[src/rtl/seven_seg_scan_decoder.sv]
// seven_seg_scan_decoder: debounced 7-seg bus snooper rebuilding hex nibbles; `SEVSEG_DP_CAPTURE_EN adds DpOut.
module seven_seg_scan_decoder #(
    parameter int NUM_DIGITS    = 2,
    parameter int STABLE_CYCLES = 4
) (
    input  logic                    Clk,
    input  logic                    Rst,
    input  logic [7:0]              SegIn,
    input  logic [NUM_DIGITS-1:0]   DigSel,
    output logic [4*NUM_DIGITS-1:0] Value,
    output logic [NUM_DIGITS-1:0]   DigValid,
    output logic [NUM_DIGITS-1:0]   DigErr,
`ifdef SEVSEG_DP_CAPTURE_EN
    output logic [NUM_DIGITS-1:0]   DpOut,
`endif
    output logic                    FrameDone
);
`ifdef SEVSEG_DP_CAPTURE_EN
    localparam int KW = 8;
`else
    localparam int KW = 7;
    logic unused_dp;
    assign unused_dp = SegIn[7];
`endif
    localparam logic [7:0] STABLE = 8'(STABLE_CYCLES);
    localparam logic [6:0] SEG_LUT [16] = '{7'h3F, 7'h06, 7'h5B, 7'h4F, 7'h66, 7'h6D, 7'h7D, 7'h07,
                                            7'h7F, 7'h6F, 7'h77, 7'h7C, 7'h39, 7'h5E, 7'h79, 7'h71};
    typedef enum logic [1:0] {IDLE, SETTLE, HOLD} state_t;
    state_t                  state_q, state_d;
    logic [7:0]              cnt_q, cnt_d;
    logic [KW-1:0]           key_q, key_d;
    logic [NUM_DIGITS-1:0]   sel_q, sel_d, vld_q, vld_d, err_q, err_d, mask_q, mask_d, dp_q, dp_d;
    logic [4*NUM_DIGITS-1:0] val_q, val_d;
    logic                    done_q, done_d, cap, hit;
    logic [3:0]              nib;
    always_comb begin
        hit = 1'b0;
        nib = '0;
        for (int k = 0; k < 16; k++) begin
            if (SegIn[6:0] == SEG_LUT[k]) begin
                hit = 1'b1;
                nib = 4'(k);
            end
        end
    end
    always_comb begin
        state_d = state_q;
        cnt_d   = cnt_q;
        key_d   = key_q;
        sel_d   = sel_q;
        val_d   = val_q;
        vld_d   = vld_q;
        err_d   = err_q;
        mask_d  = mask_q;
        dp_d    = dp_q;
        done_d  = 1'b0;
        cap     = 1'b0;
        if (!$onehot(DigSel)) begin
            state_d = IDLE;
            cnt_d   = '0;
        end else if (state_q == IDLE || SegIn[KW-1:0] != key_q || DigSel != sel_q) begin
            key_d   = SegIn[KW-1:0];
            sel_d   = DigSel;
            cnt_d   = 8'd1;
            cap     = STABLE == 8'd1;
            state_d = cap ? HOLD : SETTLE;
        end else if (state_q == SETTLE) begin
            cnt_d   = cnt_q + 8'd1;
            cap     = cnt_d == STABLE;
            state_d = cap ? HOLD : SETTLE;
        end
        // Capture targets the strobed digit; the latched pair equals the live one here.
        if (cap) begin
            for (int i = 0; i < NUM_DIGITS; i++) begin
                if (DigSel[i]) begin
                    val_d[4*i +: 4] = hit ? nib : val_q[4*i +: 4];
                    err_d[i]        = !hit;
                    vld_d[i]        = 1'b1;
                    dp_d[i]         = SegIn[7];
                end
            end
            mask_d = mask_q | DigSel;
            done_d = &mask_d;
            mask_d = done_d ? '0 : mask_d;
        end
    end
    always_ff @(posedge Clk) begin
        if (Rst) begin
            state_q <= IDLE;
            cnt_q   <= '0;
            key_q   <= '0;
            sel_q   <= '0;
            val_q   <= '0;
            vld_q   <= '0;
            err_q   <= '0;
            mask_q  <= '0;
            dp_q    <= '0;
            done_q  <= 1'b0;
        end else begin
            state_q <= state_d;
            cnt_q   <= cnt_d;
            key_q   <= key_d;
            sel_q   <= sel_d;
            val_q   <= val_d;
            vld_q   <= vld_d;
            err_q   <= err_d;
            mask_q  <= mask_d;
            dp_q    <= dp_d;
            done_q  <= done_d;
        end
    end
    assign Value     = val_q;
    assign DigValid  = vld_q;
    assign DigErr    = err_q;
    assign FrameDone = done_q;
`ifdef SEVSEG_DP_CAPTURE_EN
    assign DpOut     = dp_q;
`else
    logic unused_dpq;
    assign unused_dpq = |dp_q;
`endif
endmodule

[config.mk]
export PLATFORM = sky130hd
export DESIGN_NAME = seven_seg_scan_decoder
export DESIGN_NICKNAME = d
export VERILOG_FILES = /design/src/rtl/seven_seg_scan_decoder.sv
export SDC_FILE = /design/constraint.sdc
export NUM_CORES = 1
export LEC_CHECK = 0
export ABC_CLOCK_PERIOD_IN_PS = 2900
export BUFFER_PORTS_ARGS = -buffer_cell sky130_fd_sc_hd__buf_2
export CELL_PAD_IN_SITES_DETAIL_PLACEMENT = 1
export CELL_PAD_IN_SITES_GLOBAL_PLACEMENT = 1
export CORE_MARGIN = 4
export CORE_UTILIZATION = 43
export DETAILED_ROUTE_END_ITERATION = 10
export PLACE_DENSITY_LB_ADDON = 0.1
export REMOVE_ABC_BUFFERS = 1
export SETUP_SLACK_MARGIN = 0.5
export SLEW_MARGIN = 20
export SYNTH_ARGS = -nofsm -noshare
export SYNTH_HDL_FRONTEND = slang
export SYNTH_SLANG_ARGS = --single-unit
[constraint.sdc]
create_clock -name Clk -period 2.9 [get_ports Clk]
set_input_delay 0.29 -clock Clk [delete_from_list [all_inputs] [get_ports Clk]]
set_output_delay 0.29 -clock Clk [all_outputs]
set_load 0.01 [all_outputs]
=== Word-level counts from Yosys, hierarchy flattened ===
Cells that the tools add are included.
Widths: inputs -> output; s select.

* Add/sub/neg operators: 2
* Bitwise logic cells: 3
* Reduce and logical (&&, ||, !) cells: 14
* Equal/unequal tests: 21
* Multiplexer cells: 40
* Shift operators: 0
* Divide/modulo/power cells: 0
* $lt $le $gt $ge: 0
* Multipliers: 0

{| class="wikitable"
|+ Operator list
! kind !! count
|-
| $eq 7x7->1 const B || 12
|-
| $mux 4 || 14
|-
| $mux 1 || 24
|-
| $eq 7x3->1 const B || 2
|-
| $eq 7x6->1 const B || 2
|-
| $add 8x1->8 const B || 1
|-
| $eq 8x3->1 const B || 1
|-
| $reduce_and 2->1 || 4
|-
| $ne 7x7->1 || 1
|-
| $reduce_and 3->1 || 2
|-
| $eq 2x1->1 const B || 2
|-
| $mux 2 || 2
|-
| $reduce_or 2->1 || 2
|-
| $reduce_or 3->1 || 1
|-
| $add 1x1->2 || 1
|-
| $logic_not 2->1 || 1
|-
| $logic_or 1x1->1 || 2
|-
| $ne 2x2->1 || 1
|-
| $not 1->1 || 2
|-
| $or 2x2->2 || 1
|-
| $reduce_bool 2->1 || 1
|-
| $logic_not 1->1 || 1
|}

* Memory bits (read-only): 0
* Memory bits (writable): 0
* Output and inout bits: 13
* Memories: 0
* Bits in latches: 0
* Flip-flop bits (word level): 34
* Input port bits: 12
* Logic and storage cells: 94

=== Longest topological paths before layout ===
Gate-level depths: netlist (run 1).

* Depth in word-level cells: 18
* Depth in mapped cells: 8
* Mapped depth without buffers: 5

=== Worst setup path before layout (run 1) ===
OpenSTA, ideal clock, no wires.

* Path type: input-to-reg
* Start point: input SegIn[4]
* End point: register val_q[2] (netlist: Value[2])
* Slack: 863 ps
* Arrival: 1917 ps
* Setup time: 121 ps
* Stages on the path: 6
* Required time: 2779 ps
* Path buffers: 1
* Path through: buf_2 > or3b_1 > o21ai_1 > a221oi_4 > a2111oi_4 > mux2_2

* Cells in the longest elaborated chain, start to end: 18
* Elaborated cells on any way between the ends: 51
* Those cells by class: eq/ne: 17; mux: 31; reduce/logical: 3

{| class="wikitable"
|+ RTL lines
! item !! RTL line !! RTL
|-
| from (decl) || 8 || <nowiki>input logic [7:0] SegIn,</nowiki>
|-
| $eq 7x6->1 || 40 || <nowiki>if (SegIn[6:0] == SEG_LUT[k]) begin</nowiki>
|-
| $mux 1 (16 in a row) || 40 ||
|-
| $reduce_and 3->1 (no line) || n/a ||
|-
| to (signal assigned) || 104 || <nowiki>val_q <= val_d;</nowiki>
|-
| to (decl) || 33 || <nowiki>logic [4*NUM_DIGITS-1:0] val_q, val_d;</nowiki>
|}

Parallel ways exist; a longest one is shown, timed or not.
A chain may end at the register's enable or synchronous reset.

=== Worst setup path in the final report (run 1) ===
* Start point: register key_q[0]
* End point: register val_q[6] (netlist: Value[6])

* Cells in the longest elaborated chain, start to end: 6

{| class="wikitable"
|+ RTL lines
! item !! RTL line !! RTL
|-
| from (decl) || 31 || <nowiki>logic [KW-1:0] key_q, key_d;</nowiki>
|-
| from (signal assigned) || 102 || <nowiki>key_q <= key_d;</nowiki>
|-
| $ne 7x7->1 || 61 || <nowiki>end else if (state_q == IDLE || SegIn[KW-1:0] != key_q || DigSel != sel_q) begin</nowiki>
|-
| $logic_or 1x1->1 (2 in a row) || 61 ||
|-
| $mux 1 || 61 ||
|-
| $mux 1 || 58 || <nowiki>if (!$onehot(DigSel)) begin</nowiki>
|-
| $reduce_and 3->1 (no line) || n/a ||
|}

No other way between the ends.

==> results of run 1 <==
==> tightest hold or removal path, cell delays in order <==
cell and delay [ns]:
buf_2 0.15, nand2_1 0.08, a21oi_1 0.05
==> kinds of logic (layout without fill, tap and decap cells) <==
logic type,after synthesis,in the layout,share of synthesized area
AND/OR/NAND/NOR,110,110,0.289
XOR/XNOR,19,19,0.0838
flip-flops,34,34,0.328
buffers and inverters,26,39,0.0682
multiplexers,7,7,0.0362
adder cells (fa/ha/maj),1,1,0.00603
AO/OA/AOI/OAI,53,53,0.189
==> sequential cells by signal, indices dropped and copies added, names as in the netlist <==
register,flops
key_q,7
sel_q,2
FrameDone,1
DigErr,2
state_q,2
cnt_q,8
DigValid,2
mask_q,2
Value,8
==> power by group <==
part	switching, mW	internal, mW	total [mW]
sequential	0.00754	0.477	0.484
combinational	0.0806	0.0438	0.124
clock	0.164	0.191	0.355
total	0.252	0.712	0.964
==> worst paths after layout <==
check / start / endpoint / cells after the start
hold / removal: DigSel[1] / sel_q[1] / 3
hold reg to reg: DigValid[1] / DigValid[1] / 2
setup / recovery: key_q[0] / Value[6] / 5
setup reg to reg: key_q[0] / Value[6] / 5
==> per-layer routing <==
metal / wire length (um) / track usage / up-vias
li1: - / - / 915
met1: 2510 / 0.232 / 871
met2: 2330 / 0.296 / 27
met3: 149 / 0.0360 / 8
met4: 63 / 0.0480 / 0
met5: 0 / 0 / -
==> metrics by stage <==
step / area, um2 / hold slack [ns] / utilization / power [mW] / worst slack, ns
final: 2240 / 0.327 / 0.478 / 0.964 / 0.689
after floorplan: 1960 / 0.359 / - / 0.566 / 0.776
after global placement: 2150 / 0.431 / 0.459 / 0.616 / 0.542
after CTS: 2240 / 0.316 / 0.478 / 0.981 / 0.678
after detailed placement: 2150 / 0.440 / 0.459 / 0.619 / 0.502
after global routing: 2240 / 0.360 / 0.478 / 1.01 / 0.590
==> layout by cell type, fill, tap and decap left out, drive strengths merged, types with 3 or more instances in the layout <==
cell type  instances
nor2              13
xor2               6
nand2b             6
nand2             33
nor2b              5
mux2               4
clkbuf             7
o21ai             11
nand4             10
inv                6
and3               3
nor4               7
xnor2             13
a31oi              4
mux2i              3
buf               25
and2               6
or3                3
dfxtp             34
a21oi             16
a211oi             6
nor3               6
o22ai              4
nand3              6
==> final cells by class <==
type / count / area [um2]
clock buffer: 7 / 86.3
fill: 582 / 2450
timing repair buffer: 25 / 130
clock inverter: 1 / 5.00
multi-input combinational: 190 / 1250
tap: 54 / 67.6
sequential: 34 / 681
inverter: 6 / 22.5
==> metrics, run 1 <==
run status=finished, final reports clean; grt total ovfl=0; Layout area overhead=8.20%; mapped cell area=2070 um2; final antenna diode count=0; first-pass GRT wire length=8.62 mm; gpl congestion=0.755; pwr/cell area=429 nW/um2; worst path cell trace=xnor2_1 > nand4_1 > or3_1 > a2111oi_4 > mux2_1; Final Max Tran Viols=0; delay-heaviest family, CP=simple AND/OR/NAND/NOR gates; Mean Syn Cell Area=8.30 um2; CP peak stage delay=0.52 ns; Slew Limit Headroom=0.495; CTS max path bufs=2; final setup violation count=0; leakage=0.764 nW; nets=275; fin crit share=0.762; Total Wirelength=5.05 mm; post-synthesis sequential area ratio=0.328; Synth Instances=250; initial core utilization=0.442; CORE AREA=4690 um2; Fin. Hold Viols=0; FF-to-FF setup slack=0.69 ns; placed instance count=309; CP startpoint kind=flip-flop; First DRT Iteration DRCs=69; unrepaired setup endpoints after global routing=false; post-synth top area share=0.328; DR vias=1,821; final cell count without fillers=317; Post-synth EDFFs=0; pin count of the biggest net entering global routing=29; wire length per cell=15.9 um; TritonRoute pass-1 iters=4; Setup TNS=0 ns; Async S/R FF share, synth=0; num rows=25; CP max stage cell=or3_1; H-tree levels=2; height of the die=77.5 um; library cells used by synthesis=51; max frequency=452 MHz; Synth Warn #=0; CP endpoint kind=flip-flop; shortest period the worst path allows=2.21 ns; CTS root buf=clkbuf_8; Peak VDD IR=0.373 mV; Worst Hold Class=input pin to flip-flop; worst path bufs/invs=0; CTS-repair resized insts=0; top-count cell post-synth=dfxtp_1; crit path kind=flip-flop to flip-flop; initial antenna violation count=0; Synth area leaders=dfxtp_1 33%, nand2_1 6.0%, xnor2_1 5.1%, a21oi_1 3.9%, nand4_1 3.0%; Clock Skew=0.00680 ns; clk slew on worst S/H paths=0.07 ns; max-cap viol count=0; Post-CTS Hold Buffers=0; GRT Util Overall=0.177; number of global-route vias before repair=1,777; # Post-CTS Setup Buffers=0; die area=6000 um2; area leader, netlist=dfxtp_1; CTS Buf Count=5; top_reg_cell synth=dfxtp_1; Port Buf Inserts=23; Die W=77.5 um; crit-path max FO=3; Worst-Skew Late Latency=0.28 ns; via/cell ratio=5.74; num ports=25; share of layout cells above drive strength 1=0.167; Critical Path AT=2.38 ns; ANT nets after route=0; residual DRC count=0; CP Data Required Time=3.07 ns; Post-synth top cells=34 x dfxtp_1, 33 x nand2_1, 16 x a21oi_1; register bit count reported by yosys=34; Post-DP HPWL=3.59 mm; CTS tree=yes; Worst Tran Pin Value=0.751 ns; Num Clock Sinks=34
(Power assumes the default switching activity.)
==> run 2, diff against run 1 <==
ABC_CLOCK_PERIOD_IN_PS = 2200   (was 2900)
clock period = 2.2 ns   (was 2.9 ns; I/O delays follow)
==> run 2 against run 1 <==
Against the previous run: routed wire length up 41%; cell count up 12%; die area unchanged; clock power up 44%; highest routed layer unchanged; sequential power up 33%; largest power group unchanged; core utilization up 13 points.
==> metrics, run 2 (synthesis gave the netlist of run 1 again) <==
Reg area=696 um2 (+2.2%); fin crit share=0.904 (+0.142); Worst-Skew Late Latency=0.30 ns (+0.02 ns); first-pass GRT wire length=11.0 mm (+28%); # fillers=551 (-5.3%); number of global-route vias before repair=2,194 (+23%); clk slew on worst S/H paths=0.08 ns (about the same); via/cell ratio=5.81 (+1.1%); crit-path max FO=4 (+1); Die W=77.5 um (unchanged); CP startpoint kind=flip-flop; unrepaired setup endpoints after global routing=true; most common cell after layout, fill and taps aside=nand2_1; CTS tree=yes; grt total ovfl=0 (unchanged); final setup violation count=0 (unchanged); DR vias=2,061 (+13%); worst path cell trace=and3_4 > a211o_1 > a21o_4 > a2111oi_4 > buf_4 > mux2_4; CTS root buf=clkbuf_8; CTS Buf Count=5 (unchanged); Worst Tran Pin Value=0.628 ns (-0.122 ns); num ports=25 (unchanged); Fin. Hold Viols=0 (unchanged); die area=6000 um2 (unchanged); Final Max Tran Viols=0 (unchanged); CP max stage cell=dfxtp_2; most frequent cells in the layout=33 x nand2_1, 29 x buf_4, 24 x dfxtp_1, 23 x buf_2, 12 x a21oi_1; shortest period the worst path allows=1.99 ns (-0.222 ns); run status=finished, final reports clean; Num Clock Sinks=34 (unchanged); share of layout cells above drive strength 1=0.432 (+0.265); Total Wirelength=7.09 mm (+41%); H-tree levels=2 (unchanged); Clock Skew=0.0119 ns (+0.00512 ns); final antenna diode count=0 (unchanged); CP peak stage delay=0.34 ns (-0.18 ns); nets=313 (+14%); First DRT Iteration DRCs=123 (+78%); crit path kind=flip-flop to flip-flop; num rows=25 (unchanged); CTS max path bufs=2 (unchanged); gpl congestion=0.810 (+7.3%); Post-DP HPWL=3.97 mm (+10%); pin count of the biggest net entering global routing=16 (-45%); placed cell area=2320 um2 (+7.9%); Setup TNS=0 ns (unchanged); TritonRoute pass-1 iters=4 (unchanged); Layout area overhead=37.5%; pwr/cell area=487 nW/um2 (+13%); multi-input logic area=1510 um2 (+20%); CP Data Required Time=2.38 ns (-0.69 ns); initial core utilization=0.442 (unchanged); residual DRC count=0 (unchanged); wire length per cell=20.0 um (+26%); height of the die=77.5 um (unchanged); Critical Path AT=2.17 ns (-0.21 ns); Post-CTS Hold Buffers=0 (unchanged); CORE AREA=4690 um2 (unchanged); final instance area=2850 um2 (+27%); leakage=1.05 nW (+37%); max-cap viol count=0 (unchanged); Slew Limit Headroom=0.581 (+0.0857); ANT nets after route=0 (unchanged); initial antenna violation count=0 (unchanged); Peak VDD IR=0.370 mV (-0.80%); Worst Hold Class=input pin to flip-flop; Port Buf Inserts=23 (unchanged); CP endpoint kind=flip-flop; max frequency=503 MHz (+11%); GRT Util Overall=0.232 (+0.0547)
## run 2: cell type report
class                           count  share of cell area
Multi-Input combinational cell    190               0.528
Sequential cell                    34               0.244
Timing Repair Buffer               63               0.163
Clock buffer                        6              0.0289
Tap cell                           54              0.0237
Inverter                            6             0.00789
Clock inverter                      2             0.00439
## run 2: per-layer routing
metal,track usage,share of wire
met1,0.281,0.43
met2,0.411,0.53
met3,0.0406,0.029
met4,0.0819,0.016
met5,0,0
## run 2: worst paths after layout
| kind | slack [ns] | cells past startpoint | from | endpoint |
|---|---|---|---|---|
| worst max register to register | 0.21 | 6 | cnt_q[4] | Value[1] |
| worst min register to register | 0.45 | 2 | DigValid[0] | DigValid[0] |
| worst min-delay path | 0.22 | 3 | SegIn[5] | key_q[5] |
| worst max-delay path | 0.21 | 6 | cnt_q[4] | Value[1] |
## run 2: repair_timing
item                                    4_1_cts  5_1_grt
pin swaps                                    23       14
resized for setup                            39       33
buffers inserted                             14        3
gates cloned                                  0        0
endpoints found under the setup margin       24       25
## run 2: critical path, delay by kind of cell, from the launching register on
kind | cells | cell delay (ns)
buf+inv | 1 | 0.20
simple gates | 1 | 0.19
flops | 1 | 0.34
mux | 1 | 0.30
compound gates | 3 | 0.84
## run 2: stage by stage
step                 util  setup WS [ns]  hold slack (ns)  power (mW)  instances
floorplan               -         0.0759            0.289       0.746        230
global placement    0.495         0.0413            0.432       0.837        330
detailed placement  0.495       -0.00945            0.438       0.842        330
CTS                 0.572          0.270            0.222        1.36        352
global route        0.608          0.126            0.241        1.45        355
finish              0.608          0.212            0.220        1.39        355
## run 2: where the power goes
part	total [mW]	switching (mW)	internal (mW)	leakage, nW
Clock	0.510	0.259	0.252	0.0472
Sequential	0.643	0.0143	0.628	0.281
Combinational	0.237	0.135	0.102	0.719
Total	1.39	0.408	0.982	1.05
